**config.mk**
```make
export PLATFORM = sky130hd
export DESIGN_NAME = mem_llsc_unit
export DESIGN_NICKNAME = d
export VERILOG_FILES = /design/src/rtl/mem_llsc_unit_pkg.sv /design/src/rtl/mem_llsc_unit_link_reg.sv /design/src/rtl/mem_llsc_unit.sv
export SDC_FILE = /design/constraint.sdc
export NUM_CORES = 1
export LEC_CHECK = 0
export BUFFER_PORTS_ARGS = -buffer_cell sky130_fd_sc_hd__clkbuf_2
export CAP_MARGIN = 20
export CORE_ASPECT_RATIO = 0.7
export CORE_MARGIN = 10
export CORE_UTILIZATION = 39
export CTS_CLUSTER_SIZE = 8
export DETAILED_ROUTE_END_ITERATION = 6
export GPL_TIMING_DRIVEN = 0
export HOLD_SLACK_MARGIN = 0.06
export RECOVER_POWER = 25
export SLEW_MARGIN = 5
export SYNTH_ARGS = -nofsm -noshare
export SYNTH_HDL_FRONTEND = slang
export SYNTH_SLANG_ARGS = --single-unit
```
**constraint.sdc**
```tcl
create_clock -name clk -period 3.7 [get_ports clk]
set_input_delay 0.74 -clock clk [delete_from_list [all_inputs] [get_ports clk]]
set_output_delay 0.74 -clock clk [all_outputs]
set_load 0.02 [all_outputs]
```
**src/rtl/mem_llsc_unit_pkg.sv**
```systemverilog
// Shared definitions for the MEM-stage LL/SC unit:
// FSM state encodings, LL/SC op codes and the reset/write-enable levels.
package mem_llsc_unit_pkg;

    typedef enum logic [2:0] {
        ST_IDLE   = 3'd0,
        ST_LL_REQ = 3'd1,
        ST_SC_REQ = 3'd2,
        ST_DONE   = 3'd3,
        ST_ABORT  = 3'd4
    } llsc_state_e;

    localparam logic OP_LL = 1'b0;
    localparam logic OP_SC = 1'b1;

    localparam logic RstEnable   = 1'b1;
    localparam logic WriteEnable = 1'b1;

endpackage

```
**src/rtl/mem_llsc_unit_link_reg.sv**
```systemverilog
// Link register: holds the reservation valid flag and linked word address.
// Ports: clk/rst, i_set + i_set_addr, i_clear, i_snoop, i_flush -> o_link_valid/o_link_addr.
module llsc_link_reg
    import mem_llsc_unit_pkg::*;
#(
    parameter int AW = 30
) (
    input  logic          clk,
    input  logic          rst,
    input  logic          i_set,
    input  logic [AW-1:0] i_set_addr,
    input  logic          i_clear,
    input  logic          i_snoop,
    input  logic          i_flush,
    output logic          o_link_valid,
    output logic [AW-1:0] o_link_addr
);

    logic          r_valid;
    logic [AW-1:0] r_addr;

    // Priority: reset > flush > snoop > clear > set
    always_ff @(posedge clk) begin
        if (rst == RstEnable) begin
            r_valid <= 1'b0;
            r_addr  <= '0;
        end else if (i_flush) begin
            r_valid <= 1'b0;
        end else if (i_snoop) begin
            r_valid <= 1'b0;
        end else if (i_clear) begin
            r_valid <= 1'b0;
        end else if (i_set) begin
            r_valid <= 1'b1;
            r_addr  <= i_set_addr;
        end
    end

    assign o_link_valid = r_valid;
    assign o_link_addr  = r_addr;

endmodule

```
**src/rtl/mem_llsc_unit.sv**
```systemverilog
// MEM-stage LL/SC unit: runs LL loads / SC stores over a req/ack bus,
// tracks the reservation and drives the LLbit write port toward WB.
// Ports: pipeline op in, LLbit + WB bypass in, snoop in, data bus, stall/result/LLbit out.
module mem_llsc_unit
    import mem_llsc_unit_pkg::*;
#(
    parameter int ADDR_W = 32,
    parameter int DATA_W = 32
) (
    input  logic              clk,
    input  logic              rst,
    input  logic              flush,
    input  logic              op_valid,
    input  logic              op_is_sc,
    input  logic [ADDR_W-1:0] op_addr,
    input  logic [DATA_W-1:0] op_wdata,
    input  logic              llbit_i,
    input  logic              wb_llbit_we_i,
    input  logic              wb_llbit_value_i,
    input  logic              snoop_we,
    input  logic [ADDR_W-1:0] snoop_addr,
    output logic              bus_req,
    output logic              bus_we,
    output logic [ADDR_W-1:0] bus_addr,
    output logic [DATA_W-1:0] bus_wdata,
    input  logic              bus_ack,
    input  logic [DATA_W-1:0] bus_rdata,
    output logic              stall_req,
    output logic              result_valid,
    output logic [DATA_W-1:0] result_data,
    output logic              llbit_we_o,
    output logic              llbit_o
);

    localparam int WAW = ADDR_W - 2;

    llsc_state_e r_state, w_next;

    logic [WAW-1:0]    r_addr;
    logic [DATA_W-1:0] r_wdata;
    logic              r_is_sc;
    logic [DATA_W-1:0] r_result;
    logic              r_done_llbit;

    logic           w_link_valid;
    logic [WAW-1:0] w_link_addr;
    logic           w_eff_llbit;
    logic           w_sc_ok;
    logic           w_snoop_link;
    logic           w_snoop_ack;
    logic           w_accept;
    logic           w_capture;
    logic           w_link_set;
    logic           w_link_clr;
    logic           w_unused_lsbs;

    // Byte offsets are always zero for word accesses
    assign w_unused_lsbs = ^{op_addr[1:0], snoop_addr[1:0]};

    assign w_eff_llbit = wb_llbit_we_i ? wb_llbit_value_i : llbit_i;

    assign w_sc_ok = w_eff_llbit & w_link_valid
                   & (op_addr[ADDR_W-1:2] == w_link_addr);

    assign w_snoop_link = snoop_we & w_link_valid
                        & (snoop_addr[ADDR_W-1:2] == w_link_addr);

    // A store to the word whose LL completes this cycle beats the new link
    assign w_snoop_ack = snoop_we & bus_ack & (r_state == ST_LL_REQ)
                       & (snoop_addr[ADDR_W-1:2] == r_addr);

    llsc_link_reg #(.AW(WAW)) u_link (
        .clk          (clk),
        .rst          (rst),
        .i_set        (w_link_set),
        .i_set_addr   (r_addr),
        .i_clear      (w_link_clr),
        .i_snoop      (w_snoop_link | w_snoop_ack),
        .i_flush      (flush),
        .o_link_valid (w_link_valid),
        .o_link_addr  (w_link_addr)
    );

    always_ff @(posedge clk) begin
        if (rst == RstEnable) r_state <= ST_IDLE;
        else                  r_state <= w_next;
    end

    always_comb begin
        w_next       = r_state;
        bus_req      = 1'b0;
        stall_req    = 1'b0;
        result_valid = 1'b0;
        result_data  = '0;
        llbit_we_o   = 1'b0;
        llbit_o      = 1'b0;
        w_accept     = 1'b0;
        w_capture    = 1'b0;
        w_link_set   = 1'b0;
        w_link_clr   = 1'b0;
        unique case (r_state)
            ST_IDLE: begin
                if (op_valid && !flush) begin
                    if (op_is_sc == OP_LL) begin
                        w_next    = ST_LL_REQ;
                        w_accept  = 1'b1;
                        stall_req = 1'b1;
                    end else if (w_sc_ok) begin
                        w_next    = ST_SC_REQ;
                        w_accept  = 1'b1;
                        stall_req = 1'b1;
                    end else begin
                        // Lost reservation: fail without touching the bus
                        result_valid = 1'b1;
                        llbit_we_o   = WriteEnable;
                        w_link_clr   = 1'b1;
                    end
                end
            end
            ST_LL_REQ, ST_SC_REQ: begin
                bus_req   = 1'b1;
                stall_req = 1'b1;
                if (bus_ack) begin
                    if (flush) begin
                        w_next = ST_IDLE;
                    end else begin
                        w_next    = ST_DONE;
                        w_capture = 1'b1;
                        if (r_state == ST_LL_REQ) w_link_set = 1'b1;
                        else                      w_link_clr = 1'b1;
                    end
                end else if (flush) begin
                    w_next = ST_ABORT;
                end
            end
            ST_DONE: begin
                w_next = ST_IDLE;
                if (!flush) begin
                    result_valid = 1'b1;
                    result_data  = r_result;
                    llbit_we_o   = WriteEnable;
                    llbit_o      = r_done_llbit;
                end
            end
            ST_ABORT: begin
                bus_req   = 1'b1;
                stall_req = op_valid;
                if (bus_ack) w_next = ST_IDLE;
            end
            default: w_next = ST_IDLE;
        endcase
        if (w_snoop_link && !flush) begin
            llbit_we_o = WriteEnable;
            llbit_o    = 1'b0;
        end
        if (rst == RstEnable) begin
            bus_req      = 1'b0;
            stall_req    = 1'b0;
            result_valid = 1'b0;
            result_data  = '0;
            llbit_we_o   = 1'b0;
            llbit_o      = 1'b0;
        end
    end

    always_ff @(posedge clk) begin
        if (rst == RstEnable) begin
            r_addr       <= '0;
            r_wdata      <= '0;
            r_is_sc      <= 1'b0;
            r_result     <= '0;
            r_done_llbit <= 1'b0;
        end else begin
            if (w_accept) begin
                r_addr  <= op_addr[ADDR_W-1:2];
                r_wdata <= op_wdata;
                r_is_sc <= op_is_sc;
            end
            if (w_capture) begin
                r_result     <= r_is_sc ? DATA_W'(1) : bus_rdata;
                r_done_llbit <= !r_is_sc && !w_snoop_ack;
            end
        end
    end

    assign bus_we    = bus_req & r_is_sc;
    assign bus_addr  = bus_req ? {r_addr, 2'b00} : '0;
    assign bus_wdata = bus_req ? r_wdata : '0;

endmodule

```
==> reports/metrics.csv, run 1 <==
stage,metric,value,unit
yosys,syn_area,0.00738,mm2
global_routing,grt_max_degree,17,
sta,finalHoldViolCount,0,
sta,setup_tns,0,ps
yosys,synth_ff_type,dfxtp_1,
cells_and_area,n_fill_cell,1815,
clock_network,cts_setup_buffers,0,
cells_and_area,syn2layout_area_growth,27.1,%
clock_network,cts_inserted_buffers,17,
die,core_area,0.0183,mm2
run_status,status,"complete, no violations",
sta,finalWorstSetupSlack,59.0,ps
place,hpwl,19.6,mm
power_and_ir_drop,vdd.ir_drop.worst,0.000254,V
sta,rsz0062_at_grt,false,
die,die-area,0.0249,mm2
power_and_ir_drop,power.density,456,mW/mm2
cells_and_area,final_layout_size_suffix_gt1_frac,0.266,
clock_network,ctsHoldBuffers,0,
detailed_routing,drc,0,
clock_network,clock_latency,430,ps
place,place_area,0.00884,mm2
global_routing,grt_pass1_wl,37.8,mm
yosys,seq_area_frac_synth,0.353,
clock_network,clock_path_buffers,2,
power_and_ir_drop,leakage,3.81,nW
sta,worst_pin_slew,1180,ps
hold_path,whs_path_depth,2,
sta,clock-skew-final,18.8,ps
hold_path,worstHoldPathType,register to register,
global_routing,grt_use_total,0.198,
die,chipWidth,184,um
detailed_routing,drtIter0Drc,541,
yosys,ys_top_cells_by_area,"dfxtp_1, nand2b_1, mux2i_1, and2_1, xnor2_1",
yosys,async_flop_share,0,
cells_and_area,stdcell_area,0.00938,mm2
worst_setup_path,end_kind,output pin,
clock_network,cts_htree_levels,4,
die,rows,41,
yosys,synthCells,815,
worst_setup_path,reg2reg_depth,8,
cells_and_area,layout_common_cells,"clkbuf_2, nand2b_1, dfxtp_1, and2_1, mux2i_1",
hold_path,hold_end,r_result[31],
worst_setup_path,start_kind,input pin,
clock_network,clk_pin_slew,60,ps
power_and_ir_drop,totalPowerFinal,4.28,mW
cells_and_area,multiInputGateArea,0.00440,mm2
clock_network,cts-resized-gates,1,
cells_and_area,final_util,0.512,
clock_network,root_buffer,clkbuf_16,
yosys,synth_edf_count,0,
worst_setup_path,regToRegEndpoint,r_addr[15],
yosys,synth.distinct_cells,50,
yosys,synth.top_cell.area_share,0.353,
global_routing,grt_pass1_vias,6538,
yosys,synth_top_cell_by_area,dfxtp_1,
place,gp_congestion,0.947,
worst_setup_path,timing.rr.start,u_link.o_link_addr[26],
yosys,yosys_warnings,0,
die,initial_core_util,0.403,
sta,slew_headroom,0.202,
sta,timing.final.crit_share,0.984,
hold_path,min_from,r_result[31],
sta,final.min_clock_period,3640,ps
place,portBuffers,232,
worst_setup_path,path_class,input pin to output pin,
global_routing,grt-ovfl-total,0,
sta,setup_viol,0,
global_routing,grt_antenna_before_repair,1,
detailed_routing,via_count,6414,
cells_and_area,layout.nets,1205,
worst_setup_path,path_max_fanout,4,
yosys,syn_avg_cell_area,9.05,um2
cells_and_area,layout_commonest_cell,clkbuf_2,
detailed_routing,vias_per_cell,4.87,
sta,fin_hold_ws,446,ps
sta,final_max_slew_viol_count,0,
detailed_routing,wl,25.0,mm
cells_and_area,ff_latch_area,0.00260,mm2
yosys,synth_seq_cells,130,
clock_network,cts_tree,done,
place,dp_slack,145,ps
die,die_y,135,um
sta,fmax,275,MHz
worst_setup_path,crit_required,2960,ps
die,ios,240,
cells_and_area,final_cells,1317,
detailed_routing,wl_per_cell,19.0,um
detailed_routing,first_pass_iters,5,
place,dp.cells,1284,
detailed_routing,ant_nets,0,
clock_network,cts_sinks,130,
worst_setup_path,regToRegSetupSlack,750,ps
worst_setup_path,arrival,2900,ps
run,drv_cap,0,
==> per-layer routing <==
metal / wire (um) / up-vias / global-route usage
li1: - / 3192 / -
met1: 12300 / 2963 / 0.279
met2: 9820 / 240 / 0.270
met3: 2670 / 19 / 0.0817
met4: 172 / 0 / 0.0445
met5: 0 / - / 0
==> worst max-delay path by stage <==
| stage | start | endpoint | cells after the start |
|---|---|---|---|
| 2_1_floorplan | op_addr[28] | stall_req | 7 |
| 3_3_place_gp | flush | llbit_o | 6 |
| 3_5_place_dp | snoop_addr[21] | llbit_we_o | 8 |
| 4_1_cts | r_state[1] | bus_addr[29] | 8 |
| 5_1_grt | r_state[1] | bus_wdata[19] | 8 |
| 6_report | snoop_addr[21] | llbit_we_o | 8 |
==> cells by family (layout without fill, tap and decap cells) <==
| kind of cell | after synthesis | count (layout) | synth area share |
|---|---|---|---|
| XOR/XNOR | 87 | 87 | 0.103 |
| AO/OA/AOI/OAI | 52 | 52 | 0.0419 |
| AND/OR/NAND/NOR | 389 | 389 | 0.324 |
| buffers and inverters | 63 | 327 | 0.0517 |
| multiplexers | 93 | 93 | 0.126 |
| flip-flops | 130 | 130 | 0.353 |
| other | 1 | 3 | 0.000508 |
==> layout make-up <==
cell class | count | share of cell area
clock buffers | 17 | 0.0454
multi-input cells | 623 | 0.470
inverters | 4 | 0.00160
repair buffers | 232 | 0.124
clock inverters | 15 | 0.0216
flip-flops and latches | 130 | 0.278
diodes | 1 | 0.000267
well taps | 236 | 0.0315
plain buffers | 59 | 0.0287
==> flip-flops by register name, indices dropped and copies added, names as in the netlist <==
| signal | cells |
|---|---|
| r_addr | 30 |
| r_state | 3 |
| u_link.o_link_valid | 1 |
| u_link.o_link_addr | 30 |
| r_done_llbit | 1 |
| r_result | 32 |
| r_wdata | 32 |
| r_is_sc | 1 |
==> synth_stat cells (2+ instances only) <==
cell      instances
a21oi_1          35
buf_4             2
inv_1             4
nand2b_1        152
and2_1           95
and3_1            2
nand3b_1         33
or2b_1            2
nand2_1          44
xor2_1           30
o21ai_0           5
mux2i_1          93
dfxtp_1         130
buf_12            7
nor4_1           11
nor2_1           13
nor2b_1           3
nand4_1          15
nor3_1            3
nand3_1           3
buf_6             3
xnor2_1          57
clkbuf_1         46
==> power by group <==
part	internal, mW	leakage (nW)	switching, mW
Clock	1.13	0.304	0.687
Combinational	0.352	2.46	0.553
Sequential	1.50	1.05	0.0544
Total	2.98	3.81	1.29
==> critical path: stages <==
cell and delay [ps]:
clkbuf_2 110, xor2_1 210, nor4_1 600, nand4_1 170
or4_4 490, o21ba_2 210, a21oi_1 170, clkbuf_2 200
No activity file was read; power rests on OpenSTA's default activity.
==> run 2, diff against run 1 <==
- clock period: 3.7 -> 4.4 ns (I/O delays scaled with it)
==> run 2 against run 1 <==
- hold slack is essentially flat
- largest cell class unchanged
- clock power fell by 16%
- critical path depth unchanged
- total power is 16% lower
- critical path type is now register to output pin
- clock skew decreased by 4.9 ps
- flip-flop and latch count unchanged
==> reports/metrics.csv, run 2 (synthesis results as in run 1) <==
stage,metric,value,unit,change
sta,fmax,247,MHz,
clock_network,clk_pin_slew,60,ps,about the same
cells_and_area,syn2layout_area_growth,27.1,%,unchanged
hold_path,worstHoldPathType,register to register,,
global_routing,grt_pass1_vias,6538,,unchanged
sta,clock-skew-final,13.8,ps,-4.92 ps
place,portBuffers,232,,unchanged
worst_setup_path,path_class,register to output pin,,
place,hpwl,19.6,mm,unchanged
die,die_y,135,um,unchanged
cells_and_area,final_cells,1317,,unchanged
sta,timing.final.crit_share,0.919,,
global_routing,grt_use_total,0.198,,unchanged
detailed_routing,via_count,6411,,-0.047%
sta,final_max_slew_viol_count,0,,unchanged
detailed_routing,wl_per_cell,18.9,um,-0.28%
die,rows,41,,unchanged
sta,final.min_clock_period,4040,ps,
clock_network,cts_sinks,130,,unchanged
die,initial_core_util,0.403,,unchanged
worst_setup_path,regToRegSetupSlack,1310,ps,+560 ps
cells_and_area,final_layout_size_suffix_gt1_frac,0.254,,-0.0120
worst_setup_path,crit_required,3520,ps,+560 ps
detailed_routing,drtIter0Drc,540,,-0.18%
cells_and_area,layout_common_cells,"clkbuf_2, nand2b_1, dfxtp_1, and2_1, mux2i_1",,
run_status,status,"complete, no violations",,
clock_network,cts-resized-gates,0,,-1
clock_network,clock_latency,430,ps,about the same
die,die-area,0.0249,mm2,unchanged
detailed_routing,vias_per_cell,4.87,,about the same
sta,fin_hold_ws,447,ps,+0.380 ps
die,ios,240,,unchanged
detailed_routing,drc,0,,unchanged
die,core_area,0.0183,mm2,unchanged
worst_setup_path,path_max_fanout,11,,+7
cells_and_area,final_util,0.512,,unchanged
sta,finalHoldViolCount,0,,unchanged
hold_path,min_from,r_result[31],,
sta,setup_tns,0,ps,unchanged
detailed_routing,ant_nets,0,,unchanged
sta,worst_pin_slew,1190,ps,+13.1 ps
clock_network,ctsHoldBuffers,0,,unchanged
run,drv_cap,0,,unchanged
clock_network,clock_path_buffers,2,,unchanged
place,dp.cells,1284,,unchanged
global_routing,grt_pass1_wl,37.8,mm,unchanged
worst_setup_path,start_kind,register,,
cells_and_area,layout_commonest_cell,clkbuf_2,,
clock_network,cts_setup_buffers,0,,unchanged
clock_network,root_buffer,clkbuf_16,,
clock_network,cts_tree,done,,
global_routing,grt-ovfl-total,0,,unchanged
global_routing,grt_max_degree,17,,unchanged
worst_setup_path,arrival,3160,ps,+260 ps
die,chipWidth,184,um,unchanged
cells_and_area,layout.nets,1205,,unchanged
sta,finalWorstSetupSlack,355,ps,+296 ps
power_and_ir_drop,vdd.ir_drop.worst,0.000214,V,-16%
sta,rsz0062_at_grt,false,,
place,dp_slack,565,ps,+420 ps
place,gp_congestion,0.947,,unchanged
place,place_area,0.00884,mm2,unchanged
power_and_ir_drop,power.density,383,mW/mm2,-16%
sta,setup_viol,0,,unchanged
global_routing,grt_antenna_before_repair,1,,unchanged
cells_and_area,stdcell_area,0.00938,mm2,unchanged
power_and_ir_drop,leakage,3.78,nW,-0.99%
cells_and_area,reg_top3,"r_result x32, r_wdata x32",,
worst_setup_path,startpoint,r_state[1],,
detailed_routing,wl,24.9,mm,-0.28%
clock_network,cts_htree_levels,4,,unchanged
clock_network,cts_inserted_buffers,17,,unchanged
sta,slew_headroom,0.193,,-0.00883
worst_setup_path,timing.rr.start,u_link.o_link_addr[26],,
power_and_ir_drop,totalPowerFinal,3.59,mW,-16%
detailed_routing,first_pass_iters,5,,unchanged
worst_setup_path,end_kind,output pin,,
[run 2: cell counts in the layout (fill, tap and decap cells not counted)]
No cell type changed its count.
[run 2: routing by layer]
metal | vias to the layer above | GRT usage | wire, um
li1 | 3192 | - | -
met1 | 2963 | 0.279 | 12100
met2 | 230 | 0.270 | 9880
met3 | 26 | 0.0817 | 2710
met4 | 0 | 0.0445 | 227
met5 | - | 0 | 0
[run 2: where the power goes]
group	internal [mW]	switching (mW)
combinational	0.297	0.464
sequential	1.26	0.0455
clock	0.953	0.575
[run 2: layout make-up]
| type | instances | area [um2] |
|---|---|---|
| inverter | 4 | 15.0 |
| timing repair buffer | 232 | 1160 |
| clock buffer | 17 | 425 |
| multi-input combinational | 623 | 4380 |
| buffer | 59 | 294 |
| sequential | 130 | 2600 |
| antenna | 1 | 2.50 |
| fill | 1815 | 8940 |
| tap | 236 | 295 |
| clock inverter | 15 | 203 |
[run 2: critical path, stage by stage (launching register included)]
cell	delay, ps
dfxtp_1	310
clkbuf_1	320
xnor2_1	180
or2_0	240
a21oi_1	170
clkbuf_1	570
clkbuf_1	510
and2_1	250
clkbuf_2	180
[run 2: worst paths after layout]
check            endpoint  cells after the start
max          bus_addr[29]                      8
min          r_result[31]                      2
max reg2reg    r_addr[28]                      8
min reg2reg  r_result[31]                      2
